--- config.mk ---
export PLATFORM = sky130hd
export DESIGN_NAME = serial_comparator
export DESIGN_NICKNAME = d
export VERILOG_FILES = /design/src/rtl/serial_comparator.sv
export SDC_FILE = /design/constraint.sdc
export NUM_CORES = 1
export LEC_CHECK = 0
export ABC_AREA = 1
export CAP_MARGIN = 25
export CELL_PAD_IN_SITES_DETAIL_PLACEMENT = 1
export CELL_PAD_IN_SITES_GLOBAL_PLACEMENT = 1
export CORE_AREA = 2 2 60 84
export DETAILED_ROUTE_END_ITERATION = 10
export DIE_AREA = 0 0 62 86
export GPL_TIMING_DRIVEN = 0
export PLACE_DENSITY_LB_ADDON = 0.1
export SYNTH_ARGS = -nofsm -noshare
export SYNTH_HDL_FRONTEND = slang
export SYNTH_SLANG_ARGS = --single-unit
--- constraint.sdc ---
create_clock -name in_clk -period 1.7 [get_ports in_clk]
set_input_delay 0.34 -clock in_clk [delete_from_list [all_inputs] [get_ports in_clk]]
set_output_delay 0.34 -clock in_clk [all_outputs]
set_load 0.01 [all_outputs]
--- src/rtl/serial_comparator.sv ---
// Bit-serial MSB-first magnitude comparator with a relation-select output.
// Optional macro SCMP_EARLY_EXIT_EN: finish on the first differing bit instead of always scanning WIDTH bits.
module serial_comparator #(
  parameter int WIDTH = 8
) (
  input  logic             in_clk,
  input  logic             in_rst_n,
  input  logic             in_start,
  input  logic [WIDTH-1:0] in_a,
  input  logic [WIDTH-1:0] in_b,
  input  logic [2:0]       in_mode,
  output logic             out_busy,
  output logic             out_done,
  output logic             out_lt,
  output logic             out_gt,
  output logic             out_eq,
  output logic             out_s
);

  localparam int IW = (WIDTH > 1) ? $clog2(WIDTH) : 1;

  typedef enum logic [1:0] {
    S_IDLE = 2'd0,
    S_RUN  = 2'd1,
    S_DONE = 2'd2
  } state_t;

  state_t           r_state;
  logic [IW-1:0]    r_idx;
  logic [WIDTH-1:0] r_a;
  logic [WIDTH-1:0] r_b;
  logic [2:0]       r_mode;
  logic             r_busy;
  logic             r_done;
  logic             r_lt;
  logic             r_gt;
  logic             r_eq;
  logic             r_s;

  logic w_bit_a;
  logic w_bit_b;
  logic w_differ;
  logic w_last;
  logic w_decide;
  logic w_lt;
  logic w_gt;
  logic w_eq;
  logic w_sel;

  assign w_bit_a  = r_a[r_idx];
  assign w_bit_b  = r_b[r_idx];
  assign w_differ = w_bit_a ^ w_bit_b;
  assign w_last   = (r_idx == '0);

`ifdef SCMP_EARLY_EXIT_EN
  assign w_decide = w_differ | w_last;
  assign w_gt     = w_bit_a & ~w_bit_b;
  assign w_lt     = ~w_bit_a & w_bit_b;
  assign w_eq     = ~w_differ;
`else
  // The first differing bit is remembered so the full scan can still report it at index 0.
  logic r_found;
  logic r_first_gt;
  logic w_any;

  assign w_decide = w_last;
  assign w_any    = r_found | w_differ;
  assign w_gt     = r_found ? r_first_gt : (w_bit_a & ~w_bit_b);
  assign w_lt     = w_any & ~w_gt;
  assign w_eq     = ~w_any;

  always_ff @(posedge in_clk or negedge in_rst_n) begin
    if (!in_rst_n) begin
      r_found    <= 1'b0;
      r_first_gt <= 1'b0;
    end else if (r_state == S_IDLE && in_start) begin
      r_found    <= 1'b0;
      r_first_gt <= 1'b0;
    end else if (r_state == S_RUN && !r_found && w_differ) begin
      r_found    <= 1'b1;
      r_first_gt <= w_bit_a;
    end
  end
`endif

  always_comb begin
    w_sel = 1'b0;
    case (r_mode)
      3'd0:    w_sel = w_lt;
      3'd1:    w_sel = w_gt;
      3'd2:    w_sel = w_eq;
      3'd3:    w_sel = ~w_eq;
      3'd4:    w_sel = w_lt | w_eq;
      3'd5:    w_sel = w_gt | w_eq;
      default: w_sel = 1'b0;
    endcase
  end

  always_ff @(posedge in_clk or negedge in_rst_n) begin
    if (!in_rst_n) begin
      r_state <= S_IDLE;
      r_idx   <= '0;
      r_a     <= '0;
      r_b     <= '0;
      r_mode  <= '0;
      r_busy  <= 1'b0;
      r_done  <= 1'b0;
      r_lt    <= 1'b0;
      r_gt    <= 1'b0;
      r_eq    <= 1'b0;
      r_s     <= 1'b0;
    end else begin
      case (r_state)
        S_IDLE: begin
          r_done <= 1'b0;
          if (in_start) begin
            r_a     <= in_a;
            r_b     <= in_b;
            r_mode  <= in_mode;
            r_idx   <= IW'(WIDTH - 1);
            r_lt    <= 1'b0;
            r_gt    <= 1'b0;
            r_eq    <= 1'b0;
            r_s     <= 1'b0;
            r_busy  <= 1'b1;
            r_state <= S_RUN;
          end
        end
        S_RUN: begin
          if (w_decide) begin
            r_lt    <= w_lt;
            r_gt    <= w_gt;
            r_eq    <= w_eq;
            r_s     <= w_sel;
            r_busy  <= 1'b0;
            r_done  <= 1'b1;
            r_state <= S_DONE;
          end else begin
            r_idx <= r_idx - 1'b1;
          end
        end
        S_DONE: begin
          r_done  <= 1'b0;
          r_state <= S_IDLE;
        end
        default: begin
          r_busy  <= 1'b0;
          r_done  <= 1'b0;
          r_state <= S_IDLE;
        end
      endcase
    end
  end

  assign out_busy = r_busy;
  assign out_done = r_done;
  assign out_lt   = r_lt;
  assign out_gt   = r_gt;
  assign out_eq   = r_eq;
  assign out_s    = r_s;

endmodule

==> results of run 1 <==
## cell families after synthesis
group,Yosys count
AND/OR/NAND/NOR,94
flip-flops,32
AO/OA/AOI/OAI,29
buffers and inverters,28
adder cells (fa/ha/maj),3
## cells in the mapped netlist (all sizes together)
cell	instances	area, sq um
o211ai	1	7.51
nor2	14	55.1
clkinv	1	3.75
dfrtp	32	801
buf	4	31.3
nand2	66	250
nand3b	1	7.51
o31ai	1	7.51
inv	22	82.6
clkbuf	1	5.00
nand3	11	55.1
o21ai	22	110
o22ai	1	6.26
nor3b	1	18.8
nor3	1	5.00
a21oi	4	20.0
ha	3	37.5
## registers in the layout, indices dropped and copies added, names as in the netlist
name,flops
r_found,1
out_done,1
r_state,2
r_a,8
r_b,8
out_eq,1
out_gt,1
r_first_gt,1
r_idx,3
out_busy,1
out_s,1
r_mode,3
out_lt,1
## layer usage
layer	part of all wire [%]	routed length (um)	vias up
li1	-	-	656
met1	39	1410	648
met2	57	2070	21
met3	2.9	104	7
met4	1.1	38	0
met5	0	0	-
## final timing paths
check                      slack, ps        end      from
setup / recovery                -210      out_s  r_idx[0]
hold / removal                   110  r_mode[2]  in_rst_n
setup reg to reg                -210      out_s  r_idx[0]
hold reg to reg                  470     r_b[1]    r_b[1]
max in group asynchronous       1100   r_idx[0]  in_rst_n
min in group in_clk              470     r_b[1]    r_b[1]
## cell type report
type | count | area [sq um]
Fill cell | 573 | 2500
Sequential cell | 32 | 802
Multi-Input combinational cell | 126 | 624
Timing Repair Buffer | 30 | 288
Inverter | 23 | 88.8
Tap cell | 62 | 77.6
Clock buffer | 6 | 72.6
Buffer | 5 | 42.5
Clock inverter | 2 | 35.0
## power by group through the flow
stage	registers [mW]	clock network, mW	logic [mW]
after floorplan	1.32	0	1.15
after CTS	1.37	0.737	1.96
after detailed placement	1.35	0	1.69
final	1.38	0.719	2.00
after global placement	1.34	0	1.62
after global routing	1.43	0.771	2.30
## per-stage QoR
step | setup slack (ps) | hold slack, ps
4_1_cts | -253 | 134
5_1_grt | -316 | 165
2_1_floorplan | -12.5 | 44.4
6_report | -209 | 105
3_3_place_gp | -351 | 458
3_5_place_dp | -356 | 447
## what timing repair did
action                     CTS  global route
setup buffers                2             0
cloned                       1             0
setup endpoints to repair    6             7
hold endpoints to repair     0             0
pin swaps                    8             8
resized for setup           13             8
==> impl_metrics.ini, run 1 <==
[die]
fp.dieArea_sq_mm = 0.00533
start_util_pct = 33.2
die_width_um = 62
io_pins = 28
rows = 29
die_h_um = 86
core_sq_mm = 0.00454

[setup_path]
max_stage_delay_ps = 430
arrival_ps = 2090
path_depth = 12
crit_slowest_cell = dfrtp_2
critPathBufInv = 2
cpMostUsedCell = nand2_1
path_max_fanout = 5
critPathRequiredTime_ps = 1880
crit_path_start_kind = flip-flop
crit_chain = buf_6 > o21ai_1 > o211ai_1 > o21ai_1 > ha_1 > inv_2 > nor2_4 > nand2_1 > nand3_1 > nand2_1 > nand3_1 > nand2_1
cpLargestDelayFamily = flip-flops
criticalPathCategory = flip-flop to flip-flop
ff2ff_path_depth = 12
endpoint_kind = flip-flop

[power]
p_per_area_mw_per_mm2 = 2020
p_seq_share_pct = 33.6
switching_power_mw = 1.68
vdd_drop_max_mv = 0.888
clkPwrFrac_pct = 17.6
p_int_mw = 2.41
cellLeakagePower_nw = 0.974
power_mw = 4.09
switching_share_pct = 41.2
p_comb_share_pct = 48.8

[timing]
max_freq_ghz = 0.524
fin_crit_ps = 1910
max_slew_margin_pct = 52.5
drv_slew = 0
worst_slew_pin_slew_ps = 712
final_hold_viol_count = 0
grt_setup_unrepaired = yes
fin_crit_sh_pct = 112
finClkSkew_ps = 7.53
setup_viol = 5
setup_tns_ps = -811
setup_ws_ps = -209

[routing]
finalWirelength_um = 3620
first_pass_iters = 4
vias_per_cell = 4.66
routed-via-count = 1332
drc = 0
ant_nets = 0
drt_iter0_markers = 34
routedWlPerCell_um = 12.7

[status]
violations = setup timing
status = finished, violations left

[logic_synthesis]
syn_avg_cell_area_sq_um = 8.09
synth-adder-area-share_pct = 2.50
synthMuxAreaShare_pct = 0
synth_fp_nets = 211
synth_top_family_by_area = simple AND/OR/NAND/NOR gates
syn_area_sq_mm = 0.00150
ys_seq_elements = 32
synth_seq_area_share_pct = 53.2
synthSimpleGateAreaFrac_pct = 26.0
synth_cell_types = 23
synth_cells = 186
synth_compound_area_share_pct = 10.1
synth-xor-area-share_pct = 0
yosysWarningCount = 0

[clocking]
ctsRootBufferMaster = clkbuf_8
hold_buffers = 0
cts_sinks = 32
clk-insertion-delay-late_ps = 280
cts_max_level = 2
cts_tree = yes
cts_buffers = 5
clockBufferDepth = 2
clk_pin_slew_ps = 70

[place]
place_area_sq_mm = 0.00185
placed_cells_incl_taps = 275
place_hpwl_um = 2690
globalplace.congestion = 0.756
port_buffers = 27

[run]
drv_cap = 0

[global_route]
antenna_found_initial = 0
grtUsageMet2_pct = 28.2
use_met3_pct = 3.92
grt_pass1_wl_um = 6330
grt-busiest-layer = met2
grt_util_met1_pct = 17.6
grt_overflow = 0
track_usage_pct = 15.7
first_global_vias = 1435
grt_max_degree = 33

[hold_path]
hold_class = input port to async pin

[cells_and_area]
fin_util_pct = 44.8
layout_common_cells = nand2_1, dfrtp_1, clkdlybuf4s50_1, inv_1, o21ai_0
drive_above_1_share_pct = 12.9
antennaDiodeCount = 0
area_growth_pct = 35.0
final_common_cell = nand2_1
stdcell_area_sq_mm = 0.00203
stdcell_count = 286
num-nets-final = 248
Note: power is estimated with default switching activity, not from simulation.
==> run 2, diff against run 1 <==
--- a/config.mk
+++ b/config.mk
@@ -6,7 +6,6 @@
 export NUM_CORES = 1
 export LEC_CHECK = 0
 export ABC_AREA = 1
-export CAP_MARGIN = 25
 export CELL_PAD_IN_SITES_DETAIL_PLACEMENT = 1
 export CELL_PAD_IN_SITES_GLOBAL_PLACEMENT = 1
 export CORE_AREA = 2 2 60 84
==> results of run 2 <==
No change in the layout: final DEF, timing and power equal those of run 1.
